## src/rtl/light_saber_blade_config_pkg.sv

```systemverilog
// light_saber_blade_config_pkg
// Shared definitions for the lightsaber blade settings register bank.
// Holds the default field widths and the blade-configuration code constants.
// The codes are only named here. The register bank stores any code verbatim.
package light_saber_blade_config_pkg;

  // Default field widths
  localparam int COLOR_W_DEF = 8;
  localparam int INT_W_DEF   = 2;
  localparam int DEC_W_DEF   = 6;
  localparam int CFG_W_DEF   = 2;

  // Blade configuration codes
  localparam logic [1:0] CFG_SINGLE     = 2'd0;
  localparam logic [1:0] CFG_CROSSGUARD = 2'd1;
  localparam logic [1:0] CFG_DOUBLE     = 2'd2;
  localparam logic [1:0] CFG_SPLIT      = 2'd3;

endpackage

```

## src/rtl/light_saber_blade_config_settings_reg.sv

```systemverilog
// settings_reg
// Parameterised-width register with synchronous reset and load enable.
// Ports:
//   clk  - rising-edge clock
//   rst  - synchronous active-high reset, clears the register
//   load - when high, captures d on the next rising edge
//   d    - data in (W bits)
//   q    - registered data out (W bits), driven straight from the flop
module settings_reg #(
  parameter int W = 8
) (
  input  logic         clk,
  input  logic         rst,
  input  logic         load,
  input  logic [W-1:0] d,
  output logic [W-1:0] q
);

  logic [W-1:0] q_d;
  logic [W-1:0] q_q;

  always_comb begin
    q_d = q_q;
    if (load) begin
      q_d = d;
    end
  end

  // Reset takes priority over load.
  always_ff @(posedge clk) begin
    if (rst) begin
      q_q <= '0;
    end else begin
      q_q <= q_d;
    end
  end

  assign q = q_q;

endmodule

```

## src/rtl/light_saber_blade_config.sv

```systemverilog
// light_saber_blade_config
// Settings register bank for the lightsaber. It captures the blade color,
// length and configuration while the saber is on, and holds them while the
// saber is off.
// Ports:
//   clk, rst                    - clock and synchronous active-high reset
//   on                          - registered saber-on state, used as load enable
//   r_in, g_in, b_in            - requested color channels (COLOR_W each)
//   len_int_in, len_dec_in      - requested length, integer and hundredths parts
//   cfg_in                      - requested blade configuration code
//   r_out, g_out, b_out         - held color channels
//   len_int_out, len_dec_out    - held length
//   cfg_out                     - held blade configuration
module light_saber_blade_config
  import light_saber_blade_config_pkg::*;
#(
  parameter int COLOR_W = COLOR_W_DEF,
  parameter int INT_W   = INT_W_DEF,
  parameter int DEC_W   = DEC_W_DEF,
  parameter int CFG_W   = CFG_W_DEF
) (
  input  logic               clk,
  input  logic               rst,
  input  logic               on,
  input  logic [COLOR_W-1:0] r_in,
  input  logic [COLOR_W-1:0] g_in,
  input  logic [COLOR_W-1:0] b_in,
  input  logic [INT_W-1:0]   len_int_in,
  input  logic [DEC_W-1:0]   len_dec_in,
  input  logic [CFG_W-1:0]   cfg_in,
  output logic [COLOR_W-1:0] r_out,
  output logic [COLOR_W-1:0] g_out,
  output logic [COLOR_W-1:0] b_out,
  output logic [INT_W-1:0]   len_int_out,
  output logic [DEC_W-1:0]   len_dec_out,
  output logic [CFG_W-1:0]   cfg_out
);

  // All groups share the same load enable, so every field updates in the same
  // cycle and the bank never shows a partial update.
  settings_reg #(.W(3*COLOR_W)) u_color_reg (
    .clk  (clk),
    .rst  (rst),
    .load (on),
    .d    ({r_in, g_in, b_in}),
    .q    ({r_out, g_out, b_out})
  );

  // The decimal part is kept as-is. There is no carry into the integer part.
  settings_reg #(.W(INT_W + DEC_W)) u_length_reg (
    .clk  (clk),
    .rst  (rst),
    .load (on),
    .d    ({len_int_in, len_dec_in}),
    .q    ({len_int_out, len_dec_out})
  );

  settings_reg #(.W(CFG_W)) u_cfg_reg (
    .clk  (clk),
    .rst  (rst),
    .load (on),
    .d    (cfg_in),
    .q    (cfg_out)
  );

endmodule

```

## config.mk

```make
export PLATFORM = sky130hd
export DESIGN_NAME = light_saber_blade_config
export DESIGN_NICKNAME = d
export VERILOG_FILES = /design/src/rtl/light_saber_blade_config_pkg.sv /design/src/rtl/light_saber_blade_config_settings_reg.sv /design/src/rtl/light_saber_blade_config.sv
export SDC_FILE = /design/constraint.sdc
export NUM_CORES = 1
export LEC_CHECK = 0
export CAP_MARGIN = 20
export CORE_MARGIN = 2
export CORE_UTILIZATION = 40
export DETAILED_ROUTE_END_ITERATION = 8
export GPL_TIMING_DRIVEN = 0
export PLACE_DENSITY = 0.82
export SYNTH_ARGS = -nofsm -noshare
export SYNTH_HDL_FRONTEND = slang
export SYNTH_HIERARCHICAL = 1
export SYNTH_SLANG_ARGS = --single-unit
```

## constraint.sdc

```tcl
create_clock -name clk -period 1.2 [get_ports clk]
set_input_delay 0.12 -clock clk [delete_from_list [all_inputs] [get_ports clk]]
set_output_delay 0.12 -clock clk [all_outputs]
set_load 0.01 [all_outputs]
```

Word level (Yosys, flattened, before mapping). Index checks and enable logic that the tools add are counted.

Muxes and demuxes: 0. Div/mod/pow operators: 0. Equal/unequal tests: 0. Shift-type cells: 0. Order comparisons: 0. Multipliers: 0. Reduce and logical (&&, ||, !) cells: 0. Add/sub/neg operators: 0. Bitwise logic cells: 0.

Output and inout port bits: 34. Register bits: 34. Bits in read-only memories: 0. RAM bits: 0. Memories: 0. Latch bits: 0.

Logic depth before layout (Yosys ltp). Gate-level depths: netlist of the first run.

Word-level depth: 0. Gate-level depth with buffers: 4. Gate-level depth less buffers: 2.

Modules after synthesis. The synthesis of the first run kept the hierarchy.

By module, submodules not included: settings_reg (u_color_reg) (sequential area each 480.5 um^2, area each 869.6 um^2, times used 1, cells each 77); settings_reg (u_length_reg) (sequential area each 160.2 um^2, area each 285.3 um^2, times used 1, cells each 26); settings_reg (u_cfg_reg) (sequential area each 40.0 um^2, area each 67.6 um^2, times used 1, cells each 6).

Worst setup path before layout of the first run. No wires, ideal clock.

Path kind: input to register. From: input port on. To: register u_color_reg.q_q[10], in the netlist u_color_reg/q[10]. Cell stages on the path: 4. Data arrival time: 0.585 ns. Path buffers: 2. Library setup time: 0.128 ns. Data required time: 1.072 ns. Slack: 0.487 ns. Cell sequence: buf_6 -> buf_12 -> mux2i_1 -> nor2_1.

RTL lines: start: declaration (RTL line light_saber_blade_config.sv:24) `input logic on,`; end signal: assignment (RTL line light_saber_blade_config_settings_reg.sv:34) `q_q <= q_d;`; end: declaration (RTL line light_saber_blade_config_settings_reg.sv:20) `logic [W-1:0] q_q;`.

==> flow_summary.html, run 1 <==
<table>
<tr><th>Metric</th><th>Value</th></tr>
<tr><th colspan="2">Logic synthesis</th></tr>
<tr><td>Ys Warns</td><td>6</td></tr>
<tr><td>Post-synthesis instance area</td><td>0.00122 sq mm</td></tr>
<tr><td>Average size of a mapped cell</td><td>11.2 sq um</td></tr>
<tr><td>Instance count of the mapped netlist</td><td>109</td></tr>
<tr><td>Distinct cells, synth</td><td>7</td></tr>
<tr><td>Number of register bits inferred by synthesis</td><td>34</td></tr>
<tr><td>Sequential area share after synthesis</td><td>55.7%</td></tr>
<tr><td>Number of nets in the synthesized netlist</td><td>146</td></tr>
<tr><th colspan="2">CTS</th></tr>
<tr><td>Clock latency on the worst-skew pair</td><td>320 ps</td></tr>
<tr><td>Max Buffers Root-to-Sink</td><td>2</td></tr>
<tr><td>Clock tree from TritonCTS</td><td>built</td></tr>
<tr><td>Cts bufs inserted</td><td>5</td></tr>
<tr><td>Setup Buffers After CTS</td><td>0</td></tr>
<tr><td>Reg clk slew, reported paths</td><td>90 ps</td></tr>
<tr><td>Number of clock sinks</td><td>34</td></tr>
<tr><td>Number of H-tree levels</td><td>2</td></tr>
<tr><td>Clock Root Buffer</td><td>sky130_fd_sc_hd__clkbuf_4</td></tr>
<tr><th colspan="2">Die</th></tr>
<tr><td>Number of rows created at floorplan</td><td>20</td></tr>
<tr><td>I/O Pins</td><td>71</td></tr>
<tr><td>Starting Density</td><td>41.1%</td></tr>
<tr><td>Total Die Area</td><td>0.00351 sq mm</td></tr>
<tr><td>Core Box Area</td><td>0.00298 sq mm</td></tr>
<tr><td>Die width</td><td>59.3 microns</td></tr>
<tr><td>Chip height</td><td>59.3 microns</td></tr>
<tr><th colspan="2">Layout</th></tr>
<tr><td>Nets@finish</td><td>223</td></tr>
<tr><td>Final cell count without fillers</td><td>218</td></tr>
<tr><td>Area added between synthesis and finish</td><td>61.4%</td></tr>
<tr><td>Final design instance area without fill</td><td>0.00197 sq mm</td></tr>
<tr><td>Commonest cells after routing, fill and taps aside</td><td>36 x sky130_fd_sc_hd__clkdlybuf4s50_1, 34 x sky130_fd_sc_hd__dlygate4sd2_1, 34 x sky130_fd_sc_hd__mux2i_1, 34 x sky130_fd_sc_hd__nor2_1, 34 x sky130_fd_sc_hd__dfxtp_1</td></tr>
<tr><td>Commonest non-fill, non-tap cell in the layout</td><td>sky130_fd_sc_hd__clkdlybuf4s50_1</td></tr>
<tr><td>Fraction of final layout cells sized beyond drive strength 1</td><td>5.41%</td></tr>
<tr><td>Count of antenna diodes in the layout</td><td>0</td></tr>
<tr><td>Util after Layout</td><td>66.3%</td></tr>
<tr><th colspan="2">Min path</th></tr>
<tr><td>Hold Path Class</td><td>in -&gt; reg</td></tr>
<tr><td>Hold Crit Start</td><td>len_dec_in[0]</td></tr>
<tr><td>Hold path cells</td><td>3</td></tr>
<tr><td>Worst Hold Path EP</td><td>u_length_reg/q[0]$_SDFFE_PP0P_</td></tr>
<tr><th colspan="2">Timing</th></tr>
<tr><td>Final period demand of the worst path</td><td>1110 ps</td></tr>
<tr><td>Worst Skew</td><td>0 ps</td></tr>
<tr><td>Achievable clock frequency</td><td>905 MHz</td></tr>
<tr><td>Relative slew slack</td><td>72.0%</td></tr>
<tr><td>Pins Over Slew Limit</td><td>0</td></tr>
<tr><td>Share of the clock period used by the worst path</td><td>92.1%</td></tr>
<tr><td>RSZ-0062 raised after global routing</td><td>false</td></tr>
<tr><td>Setup slack of the critical path after layout</td><td>94.6 ps</td></tr>
<tr><td>Slew at the pin closest to its max-slew limit</td><td>421 ps</td></tr>
<tr><td>WHS</td><td>401 ps</td></tr>
<tr><td>Final setup viols</td><td>0</td></tr>
<tr><td>Hold Violations, Final</td><td>0</td></tr>
<tr><td>Total negative slack for setup checks</td><td>0 ps</td></tr>
<tr><th colspan="2">Setup path</th></tr>
<tr><td>Source of the worst register-to-register timing path</td><td>u_cfg_reg/q[0]$_SDFFE_PP0P_</td></tr>
<tr><td>Flop2flop setup slack</td><td>560 ps</td></tr>
<tr><td>Startpoint kind of the worst setup timing path</td><td>primary input</td></tr>
<tr><td>Worst reg-to-reg path cell count</td><td>2</td></tr>
<tr><td>Setup crit end kind</td><td>flop</td></tr>
<tr><td>Category of the most critical setup path</td><td>in -&gt; reg</td></tr>
<tr><td>Critical R2R Capture</td><td>u_cfg_reg/q[0]$_SDFFE_PP0P_</td></tr>
<tr><td>Worst endpoint data arrival time</td><td>1310 ps</td></tr>
<tr><td>Worst setup path startpoint</td><td>on</td></tr>
<tr><td>Top fanout value on the critical path</td><td>10</td></tr>
<tr><td>Data required time at the worst endpoint</td><td>1400 ps</td></tr>
<tr><th colspan="2">Placement</th></tr>
<tr><td>Placer Congestion</td><td>0.665</td></tr>
<tr><td>Port Buf Inserts</td><td>70</td></tr>
<tr><td>Placed cell count</td><td>212</td></tr>
<tr><td>Total placed instance area</td><td>0.00196 sq mm</td></tr>
<tr><td>Half-perimeter wire length after placement</td><td>2170 microns</td></tr>
<tr><td>Place WS</td><td>-264 ps</td></tr>
<tr><th colspan="2">GRT</th></tr>
<tr><td>Antenna violations before repair</td><td>0</td></tr>
<tr><td>All-layer global routing usage</td><td>17.8%</td></tr>
<tr><td>Vias in the first global route</td><td>1,077</td></tr>
<tr><td>Global-route wire length before repair</td><td>4570 microns</td></tr>
<tr><td>Pin count of the biggest net entering global routing</td><td>11</td></tr>
<tr><td>Leftover overflow at the end of global routing</td><td>0</td></tr>
<tr><th colspan="2">Route</th></tr>
<tr><td>Detail-routed net length per standard cell</td><td>12.7 microns</td></tr>
<tr><td>Post-detailed-route count of antenna-violating nets</td><td>0</td></tr>
<tr><td>Post-detailed-routing wire length</td><td>2770 microns</td></tr>
<tr><td>Iteration-0 DRC count of the detailed router</td><td>20</td></tr>
<tr><td>Vias</td><td>1,023</td></tr>
<tr><td>Post-route DRC</td><td>0</td></tr>
<tr><td>Total iterations of the first detailed-routing run</td><td>4</td></tr>
<tr><td>Via density per instance</td><td>4.69</td></tr>
<tr><th colspan="2">Power</th></tr>
<tr><td>Peak VDD IR</td><td>667 uV</td></tr>
<tr><td>Static power due to leakage</td><td>0.996 nW</td></tr>
<tr><td>Power consumption</td><td>2.24 mW</td></tr>
<tr><td>Total power per unit cell area</td><td>1140 mW/mm^2</td></tr>
<tr><th colspan="2">Status</th></tr>
<tr><td>Run status</td><td>finished clean</td></tr>
<tr><th colspan="2">Job</th></tr>
<tr><td>Max Cap Viol</td><td>0</td></tr>
</table>
worst max path at each step:
stage                                     endpoint  slack, ps
floorplan           u_color_reg/q[10]$_SDFFE_PP0P_        490
global placement     u_color_reg/q[6]$_SDFFE_PP0P_       -220
detailed placement  u_color_reg/q[11]$_SDFFE_PP0P_       -260
CTS                 u_color_reg/q[11]$_SDFFE_PP0P_         90
global route         u_color_reg/q[7]$_SDFFE_PP0P_         20
finish              u_color_reg/q[11]$_SDFFE_PP0P_         90
final cells by class:
| class | count | area, sq um |
|---|---|---|
| multi-input combinational | 68 | 468 |
| sequential | 34 | 681 |
| timing repair buffer | 70 | 658 |
| clock buffer | 6 | 51.3 |
| buffer | 7 | 73.8 |
| tap | 33 | 41.3 |
| fill | 254 | 1000 |
power breakdown:
group	internal [mW]	total, mW	switching, mW	leakage [nW]
clock network	0.264	0.603	0.339	0.0302
registers	1.20	1.22	0.0294	0.281
logic	0.249	0.413	0.163	0.685
logic make-up after synthesis:
kind of cell  Yosys count  synth area share (%)
mux                    34                  27.8
simple gates           34                  10.4
flops                  34                  55.7
buf+inv                 7                  6.04
worst max-delay path, stage by stage:
cell and delay, ps:
sky130_fd_sc_hd__clkdlybuf4s50_1 580, sky130_fd_sc_hd__buf_6 180, sky130_fd_sc_hd__buf_12 150, sky130_fd_sc_hd__mux2i_1 210, sky130_fd_sc_hd__nor2_1 60
sequential cells by signal, summed over array words and instances, names as in the netlist:
name and cells:
u_length_reg/q 8, u_color_reg/q 24, u_cfg_reg/q 2
layer usage:
metal / vias to the layer above / routed length (microns) / share of wire [%] / global-route usage (%)
li1: 509 / - / - / -
met4: 0 / 65 / 2.3 / 10.7
met3: 7 / 257 / 9.3 / 6.99
met1: 462 / 1030 / 37 / 18.9
met2: 45 / 1420 / 51 / 29.7
met5: - / 0 / 0 / 0
Yosys cell counts:
library cell	count	area [sq um]
sky130_fd_sc_hd__nor2_1	34	128
sky130_fd_sc_hd__clkbuf_1	2	7.51
sky130_fd_sc_hd__buf_12	2	40.0
sky130_fd_sc_hd__buf_6	2	22.5
sky130_fd_sc_hd__mux2i_1	34	340
sky130_fd_sc_hd__buf_1	1	3.75
sky130_fd_sc_hd__dfxtp_1	34	681
timing repair:
action | in CTS | in global routing
gates resized for setup | 34 | 0
hold endpoints to repair | 0 | 0
hold buffers | 0 | 0
endpoints found under the setup margin | 34 | 0
(Power assumes the default switching activity.)
==> run 2, diff against run 1 <==
--- a/config.mk
+++ b/config.mk
@@ -12,4 +12,5 @@
 export GPL_TIMING_DRIVEN = 0
 export PLACE_DENSITY = 0.82
+export SKIP_LAST_GASP = 1
 export SYNTH_ARGS = -nofsm -noshare
 export SYNTH_HDL_FRONTEND = slang
==> constraint.sdc (replaced) <==
create_clock -name clk -period 1.2 [get_ports clk]
set_input_delay 0.18 -clock clk [delete_from_list [all_inputs] [get_ports clk]]
set_output_delay 0.18 -clock clk [all_outputs]
set_load 0.01 [all_outputs]
==> flow_summary.html, run 2 (synthesis results as in run 1) <==
<table>
<tr><th>Metric</th><th>Value</th></tr>
<tr><th colspan="2">Setup path</th></tr>
<tr><td>Worst path bufs/invs</td><td>1</td></tr>
<tr><td>Worst setup path startpoint</td><td>u_length_reg/q[7]$_SDFFE_PP0P_</td></tr>
<tr><td>Worst reg-to-reg path cell count</td><td>2</td></tr>
<tr><td>Category of the most critical setup path</td><td>reg -&gt; out</td></tr>
<tr><td>Crit-path max cell delay</td><td>350 ps</td></tr>
<tr><td>Data required time at the worst endpoint</td><td>1020 ps</td></tr>
<tr><td>Startpoint kind of the worst setup timing path</td><td>flop</td></tr>
<tr><td>CP endpoint</td><td>len_int_out[1]</td></tr>
<tr><td>Source of the worst register-to-register timing path</td><td>u_cfg_reg/q[0]$_SDFFE_PP0P_</td></tr>
<tr><td>Critical R2R Capture</td><td>u_cfg_reg/q[0]$_SDFFE_PP0P_</td></tr>
<tr><td>Setup crit end kind</td><td>primary output</td></tr>
<tr><td>Cells along the critical path</td><td>dlygate4sd2_1</td></tr>
<tr><td>Worst endpoint data arrival time</td><td>950 ps</td></tr>
<tr><td>Flop2flop setup slack</td><td>560 ps</td></tr>
<tr><td>Top fanout value on the critical path</td><td>2</td></tr>
<tr><td>Family of cells with the greatest summed delay on the critical path</td><td>flip-flops</td></tr>
<tr><td>Path length in cells of the critical path</td><td>1</td></tr>
<tr><td>Worst path slowest cell</td><td>sky130_fd_sc_hd__dfxtp_1</td></tr>
<tr><th colspan="2">Timing</th></tr>
<tr><td>Hold Violations, Final</td><td>0</td></tr>
<tr><td>Share of the clock period used by the worst path</td><td>94.2%</td></tr>
<tr><td>Relative slew slack</td><td>78.6%</td></tr>
<tr><td>Final setup viols</td><td>0</td></tr>
<tr><td>Final period demand of the worst path</td><td>1130 ps</td></tr>
<tr><td>Achievable clock frequency</td><td>885 MHz</td></tr>
<tr><td>Worst Skew</td><td>0 ps</td></tr>
<tr><td>Total negative slack for setup checks</td><td>0 ps</td></tr>
<tr><td>RSZ-0062 raised after global routing</td><td>false</td></tr>
<tr><td>Pins Over Slew Limit</td><td>0</td></tr>
<tr><td>Slew at the pin closest to its max-slew limit</td><td>320 ps</td></tr>
<tr><td>WHS</td><td>290 ps</td></tr>
<tr><th colspan="2">GRT</th></tr>
<tr><td>Vias in the first global route</td><td>1,077</td></tr>
<tr><td>Antenna violations before repair</td><td>0</td></tr>
<tr><td>Pin count of the biggest net entering global routing</td><td>11</td></tr>
<tr><td>Global-route wire length before repair</td><td>4570 microns</td></tr>
<tr><td>All-layer global routing usage</td><td>17.8%</td></tr>
<tr><td>Leftover overflow at the end of global routing</td><td>0</td></tr>
<tr><th colspan="2">Die</th></tr>
<tr><td>Total Die Area</td><td>0.00351 sq mm</td></tr>
<tr><td>Starting Density</td><td>41.1%</td></tr>
<tr><td>Die width</td><td>59.3 microns</td></tr>
<tr><td>I/O Pins</td><td>71</td></tr>
<tr><td>Number of rows created at floorplan</td><td>20</td></tr>
<tr><td>Chip height</td><td>59.3 microns</td></tr>
<tr><td>Core Box Area</td><td>0.00298 sq mm</td></tr>
<tr><th colspan="2">Placement</th></tr>
<tr><td>Total placed instance area</td><td>0.00196 sq mm</td></tr>
<tr><td>Half-perimeter wire length after placement</td><td>2170 microns</td></tr>
<tr><td>Placer Congestion</td><td>0.665</td></tr>
<tr><td>Port Buf Inserts</td><td>70</td></tr>
<tr><td>Placed cell count</td><td>212</td></tr>
<tr><th colspan="2">Layout</th></tr>
<tr><td>Commonest non-fill, non-tap cell in the layout</td><td>sky130_fd_sc_hd__clkdlybuf4s50_1</td></tr>
<tr><td>Area occupied by multi-input gates</td><td>468 sq um</td></tr>
<tr><td>Count of antenna diodes in the layout</td><td>0</td></tr>
<tr><td>Final design instance area without fill</td><td>0.00198 sq mm</td></tr>
<tr><td>Nets@finish</td><td>223</td></tr>
<tr><td>Final cell count without fillers</td><td>218</td></tr>
<tr><td>Area added between synthesis and finish</td><td>61.8%</td></tr>
<tr><td>Number of flip-flops in the largest register</td><td>24</td></tr>
<tr><td>Commonest cells after routing, fill and taps aside</td><td>35 x sky130_fd_sc_hd__clkdlybuf4s50_1, 34 x sky130_fd_sc_hd__dlygate4sd2_1, 34 x sky130_fd_sc_hd__mux2i_1, 34 x sky130_fd_sc_hd__nor2_1, 34 x sky130_fd_sc_hd__dfxtp_1</td></tr>
<tr><td>Sequential Area</td><td>681 sq um</td></tr>
<tr><td>Filler cell count in the final layout</td><td>251</td></tr>
<tr><td>Fraction of final layout cells sized beyond drive strength 1</td><td>6.49%</td></tr>
<tr><th colspan="2">CTS</th></tr>
<tr><td>Number of clock sinks</td><td>34</td></tr>
<tr><td>Clock Root Buffer</td><td>sky130_fd_sc_hd__clkbuf_4</td></tr>
<tr><td>Reg clk slew, reported paths</td><td>90 ps</td></tr>
<tr><td>Clock latency on the worst-skew pair</td><td>320 ps</td></tr>
<tr><td>Cts bufs inserted</td><td>5</td></tr>
<tr><td>Max Buffers Root-to-Sink</td><td>2</td></tr>
<tr><td>Clock tree from TritonCTS</td><td>built</td></tr>
<tr><td>Number of H-tree levels</td><td>2</td></tr>
<tr><th colspan="2">Route</th></tr>
<tr><td>Iteration-0 DRC count of the detailed router</td><td>17</td></tr>
<tr><td>Post-route DRC</td><td>0</td></tr>
<tr><td>Via density per instance</td><td>4.68</td></tr>
<tr><td>Total iterations of the first detailed-routing run</td><td>4</td></tr>
<tr><td>Vias</td><td>1,020</td></tr>
<tr><td>Post-detailed-route count of antenna-violating nets</td><td>0</td></tr>
<tr><td>Detail-routed net length per standard cell</td><td>12.7 microns</td></tr>
<tr><td>Post-detailed-routing wire length</td><td>2780 microns</td></tr>
<tr><th colspan="2">Power</th></tr>
<tr><td>Peak VDD IR</td><td>667 uV</td></tr>
<tr><td>Total power per unit cell area</td><td>1130 mW/mm^2</td></tr>
<tr><td>Static power due to leakage</td><td>1.01 nW</td></tr>
<tr><th colspan="2">Min path</th></tr>
<tr><td>Hold Path Class</td><td>in -&gt; reg</td></tr>
<tr><th colspan="2">Job</th></tr>
<tr><td>Max Cap Viol</td><td>0</td></tr>
<tr><th colspan="2">Status</th></tr>
<tr><td>Run status</td><td>finished clean</td></tr>
</table>
-- run 2: changes by cell type in the layout (fill, tap and decap cells not counted), sizes merged --
cell           delta
clkdlybuf4s50     -1
dlymetal6s2s      +1
-- run 2: metal layers --
metal  wire [microns]  vias to the layer above  track usage, %
met5                0                        -               0
met4               65                        0            10.7
met3              257                        7            6.99
met2             1410                       45            29.7
met1             1040                      460            18.9
li1                 -                      508               -
-- run 2: how the worst min path moves through the flow --
stage                             startpoint                              to  slack [ps]  depth (start not counted)
2_1_floorplan                            rst     u_cfg_reg/q[0]$_SDFFE_PP0P_         250                          1
3_3_place_gp   u_color_reg/q[4]$_SDFFE_PP0P_   u_color_reg/q[4]$_SDFFE_PP0P_         470                          2
3_5_place_dp   u_color_reg/q[3]$_SDFFE_PP0P_   u_color_reg/q[3]$_SDFFE_PP0P_         480                          2
4_1_cts                        len_dec_in[0]  u_length_reg/q[0]$_SDFFE_PP0P_         440                          3
5_1_grt                                   on     u_cfg_reg/q[0]$_SDFFE_PP0P_         340                          3
6_report                                  on     u_cfg_reg/q[1]$_SDFFE_PP0P_         290                          3
-- run 2: final cells by class --
| class | instances | share of cell area (%) |
|---|---|---|
| clock buffer | 6 | 2.59 |
| timing repair buffer | 70 | 33.4 |
| buffer | 7 | 3.86 |
| sequential | 34 | 34.4 |
| multi-input combinational | 68 | 23.7 |
| tap | 33 | 2.09 |
-- run 2: where the power goes --
part / leakage (nW) / internal, mW / switching, mW
combinational: 0.700 / 0.250 / 0.163
sequential: 0.281 / 1.20 / 0.0294
clock: 0.0302 / 0.264 / 0.340
total: 1.01 / 1.71 / 0.533
-- run 2: repair_timing --
action / 4_1_cts / 5_1_grt
setup endpoints to repair: 34 / 16
hold endpoints to repair: 0 / 0
setup buffers: 0 / 0
hold buffers: 0 / 0
gates resized for setup: 34 / 5
-- run 2: through the flow --
stage               total power, mW  utilization (%)  worst slack, ps
floorplan                      1.43                -              427
global placement               1.70             66.0             -276
detailed placement             1.72             66.0             -324
CTS                            2.28             66.3             28.2
global route                   2.36             66.4             1.65
finish                         2.24             66.4             69.7
-- run 2: worst min-delay path: cells and delay by family --
kind	cells	cell delay, ps
multiplexers	1	110
AND/OR/NAND/NOR	1	80
buffers and inverters	1	200
==> run 3, diff against run 2 <==
CORE_MARGIN = 4   (was 2)
==> flow_summary.html, run 3 (synthesis results as in run 1) <==
<table>
<tr><th>Metric</th><th>Value</th></tr>
<tr><th colspan="2">Layout</th></tr>
<tr><td>Number of flip-flops in the largest register</td><td>24</td></tr>
<tr><td>Commonest non-fill, non-tap cell in the layout</td><td>sky130_fd_sc_hd__clkdlybuf4s50_1</td></tr>
<tr><td>Final design instance area without fill</td><td>0.00199 sq mm</td></tr>
<tr><td>Fraction of final layout cells sized beyond drive strength 1</td><td>5.88%</td></tr>
<tr><td>Filler cell count in the final layout</td><td>232</td></tr>
<tr><td>Count of antenna diodes in the layout</td><td>0</td></tr>
<tr><td>Nets@finish</td><td>223</td></tr>
<tr><td>Commonest cells after routing, fill and taps aside</td><td>36 x sky130_fd_sc_hd__clkdlybuf4s50_1, 34 x sky130_fd_sc_hd__mux2i_1, 34 x sky130_fd_sc_hd__nor2_1, 34 x sky130_fd_sc_hd__dfxtp_1, 24 x sky130_fd_sc_hd__dlygate4sd2_1</td></tr>
<tr><td>Area occupied by multi-input gates</td><td>468 sq um</td></tr>
<tr><td>Sequential Area</td><td>681 sq um</td></tr>
<tr><td>Area added between synthesis and finish</td><td>62.9%</td></tr>
<tr><td>Util after Layout</td><td>70.4%</td></tr>
<tr><th colspan="2">Setup path</th></tr>
<tr><td>Path length in cells of the critical path</td><td>5</td></tr>
<tr><td>Worst reg-to-reg path cell count</td><td>2</td></tr>
<tr><td>Crit-path max cell delay</td><td>600 ps</td></tr>
<tr><td>Setup crit end kind</td><td>flop</td></tr>
<tr><td>Cells along the critical path</td><td>clkdlybuf4s50_1 -&gt; buf_6 -&gt; buf_12 -&gt; mux2i_1 -&gt; nor2_1</td></tr>
<tr><td>Startpoint kind of the worst setup timing path</td><td>primary input</td></tr>
<tr><td>Top fanout value on the critical path</td><td>10</td></tr>
<tr><td>Family of cells with the greatest summed delay on the critical path</td><td>buffers and inverters</td></tr>
<tr><td>Worst path slowest cell</td><td>sky130_fd_sc_hd__clkdlybuf4s50_1</td></tr>
<tr><td>Category of the most critical setup path</td><td>in -&gt; reg</td></tr>
<tr><td>Data required time at the worst endpoint</td><td>1400 ps</td></tr>
<tr><td>Worst path bufs/invs</td><td>3</td></tr>
<tr><td>Worst endpoint data arrival time</td><td>1370 ps</td></tr>
<tr><th colspan="2">CTS</th></tr>
<tr><td>Cts bufs inserted</td><td>5</td></tr>
<tr><td>Clock latency on the worst-skew pair</td><td>330 ps</td></tr>
<tr><td>Reg clk slew, reported paths</td><td>100 ps</td></tr>
<tr><td>Number of clock sinks</td><td>34</td></tr>
<tr><td>Max Buffers Root-to-Sink</td><td>2</td></tr>
<tr><td>Clock tree from TritonCTS</td><td>built</td></tr>
<tr><td>Clock Root Buffer</td><td>sky130_fd_sc_hd__clkbuf_4</td></tr>
<tr><td>Setup Buffers After CTS</td><td>0</td></tr>
<tr><td>Number of H-tree levels</td><td>2</td></tr>
<tr><td>Number of hold-repair buffers added at the cts stage</td><td>0</td></tr>
<tr><th colspan="2">Route</th></tr>
<tr><td>Post-detailed-routing wire length</td><td>3050 microns</td></tr>
<tr><td>Via density per instance</td><td>4.61</td></tr>
<tr><td>Vias</td><td>1,004</td></tr>
<tr><td>Iteration-0 DRC count of the detailed router</td><td>40</td></tr>
<tr><td>Post-route DRC</td><td>0</td></tr>
<tr><td>Detail-routed net length per standard cell</td><td>14.0 microns</td></tr>
<tr><td>Post-detailed-route count of antenna-violating nets</td><td>0</td></tr>
<tr><td>Total iterations of the first detailed-routing run</td><td>4</td></tr>
<tr><th colspan="2">Power</th></tr>
<tr><td>Switching share of total power</td><td>24.3%</td></tr>
<tr><td>Static power due to leakage</td><td>0.974 nW</td></tr>
<tr><td>Register share of total power</td><td>53.6%</td></tr>
<tr><td>Net switching component of the power</td><td>558 uW</td></tr>
<tr><td>Peak VDD IR</td><td>1050 uV</td></tr>
<tr><td>Design internal power</td><td>1.73 mW</td></tr>
<tr><td>Power share of the combinational group</td><td>18.2%</td></tr>
<tr><td>Clock network fraction of total power</td><td>28.2%</td></tr>
<tr><td>Total power per unit cell area</td><td>1150 mW/mm^2</td></tr>
<tr><th colspan="2">Die</th></tr>
<tr><td>Total Die Area</td><td>0.00400 sq mm</td></tr>
<tr><td>Starting Density</td><td>43.2%</td></tr>
<tr><td>I/O Pins</td><td>71</td></tr>
<tr><td>Number of rows created at floorplan</td><td>19</td></tr>
<tr><td>Die width</td><td>63.3 microns</td></tr>
<tr><td>Core Box Area</td><td>0.00283 sq mm</td></tr>
<tr><td>Chip height</td><td>63.3 microns</td></tr>
<tr><th colspan="2">Timing</th></tr>
<tr><td>Final period demand of the worst path</td><td>1170 ps</td></tr>
<tr><td>Hold Violations, Final</td><td>0</td></tr>
<tr><td>Achievable clock frequency</td><td>858 MHz</td></tr>
<tr><td>Final setup viols</td><td>0</td></tr>
<tr><td>Slew at the pin closest to its max-slew limit</td><td>439 ps</td></tr>
<tr><td>Share of the clock period used by the worst path</td><td>97.1%</td></tr>
<tr><td>Relative slew slack</td><td>70.8%</td></tr>
<tr><td>Worst Skew</td><td>0 ps</td></tr>
<tr><td>RSZ-0062 raised after global routing</td><td>false</td></tr>
<tr><td>Pins Over Slew Limit</td><td>0</td></tr>
<tr><td>WHS</td><td>453 ps</td></tr>
<tr><td>Total negative slack for setup checks</td><td>0 ps</td></tr>
<tr><th colspan="2">Min path</th></tr>
<tr><td>Hold path cells</td><td>3</td></tr>
<tr><td>Hold Path Class</td><td>in -&gt; reg</td></tr>
<tr><th colspan="2">Placement</th></tr>
<tr><td>Placer Congestion</td><td>0.656</td></tr>
<tr><td>Total placed instance area</td><td>0.00196 sq mm</td></tr>
<tr><td>Port Buf Inserts</td><td>70</td></tr>
<tr><td>Half-perimeter wire length after placement</td><td>2410 microns</td></tr>
<tr><th colspan="2">GRT</th></tr>
<tr><td>M2 GR Usage</td><td>28.2%</td></tr>
<tr><td>Met1 Usage GRT</td><td>16.2%</td></tr>
<tr><td>All-layer global routing usage</td><td>16.1%</td></tr>
<tr><td>Leftover overflow at the end of global routing</td><td>0</td></tr>
<tr><td>Global-route wire length before repair</td><td>5000 microns</td></tr>
<tr><td>Vias in the first global route</td><td>1,073</td></tr>
<tr><td>Antenna violations before repair</td><td>0</td></tr>
<tr><td>Met3 demand-to-capacity share in global routing</td><td>8.17%</td></tr>
<tr><td>Pin count of the biggest net entering global routing</td><td>11</td></tr>
<tr><td>Most used routing layer</td><td>met2</td></tr>
<tr><th colspan="2">Status</th></tr>
<tr><td>Run status</td><td>finished clean</td></tr>
<tr><th colspan="2">Job</th></tr>
<tr><td>Max Cap Viol</td><td>0</td></tr>
</table>
[run 3: changes by cell type in the layout (fill, tap and decap cells not counted)]
cell,delta
sky130_fd_sc_hd__dlygate4sd2_1,-10
sky130_fd_sc_hd__dlymetal6s2s_1,-1
sky130_fd_sc_hd__clkbuf_1,+3
sky130_fd_sc_hd__clkdlybuf4s50_1,+1
sky130_fd_sc_hd__clkdlybuf4s15_1,+10
sky130_fd_sc_hd__clkinv_2,+1
sky130_fd_sc_hd__clkbuf_2,-2
[run 3: metal layers]
| layer | up-vias | part of all wire [%] | wire length, microns |
|---|---|---|---|
| met3 | 2 | 8.0 | 243 |
| met5 | - | 0 | 0 |
| met4 | 0 | 0.69 | 21 |
| met2 | 41 | 52 | 1600 |
| li1 | 513 | - | - |
| met1 | 448 | 39 | 1190 |
[run 3: cell type report]
type                       count  area share [%]
clock buffer                   7            2.76
tap                           31            1.95
timing repair buffer          70            33.7
buffer                         7            3.71
sequential                    34            34.2
clock inverter                 1           0.251
multi-input combinational     68            23.5
[run 3: per-stage QoR]
stage	instances	total power, mW	worst slack [ps]
2_1_floorplan	109	1.43	427
3_3_place_gp	210	1.70	-284
3_5_place_dp	210	1.72	-315
4_1_cts	218	2.32	21.3
5_1_grt	218	2.42	0.0865
6_report	218	2.29	34.9
[run 3: power groups by stage]
| stage | clock network (mW) | registers [mW] | logic [mW] |
|---|---|---|---|
| floorplan | 0 | 1.29 | 0.148 |
| global placement | 0 | 1.25 | 0.452 |
| detailed placement | 0 | 1.26 | 0.463 |
| CTS | 0.671 | 1.23 | 0.419 |
| global route | 0.730 | 1.24 | 0.451 |
| finish | 0.646 | 1.23 | 0.418 |
[run 3: worst min-delay path, stage by stage]
cell                              delay (ps)
sky130_fd_sc_hd__clkdlybuf4s50_1         390
sky130_fd_sc_hd__mux2i_1                 130
sky130_fd_sc_hd__nor2_1                   50
[run 3: final timing paths]
check | startpoint | end | slack, ps
max reg2reg | u_color_reg/q[19]$_SDFFE_PP0P_ | u_color_reg/q[19]$_SDFFE_PP0P_ | 560
max | on | u_color_reg/q[19]$_SDFFE_PP0P_ | 30
min | len_dec_in[3] | u_length_reg/q[3]$_SDFFE_PP0P_ | 450
min reg2reg | u_color_reg/q[22]$_SDFFE_PP0P_ | u_color_reg/q[22]$_SDFFE_PP0P_ | 490
[run 3: repair_timing]
action,in CTS,in global routing
endpoints found under the setup margin,34,10
cloned,0,0
gates resized for setup,34,10
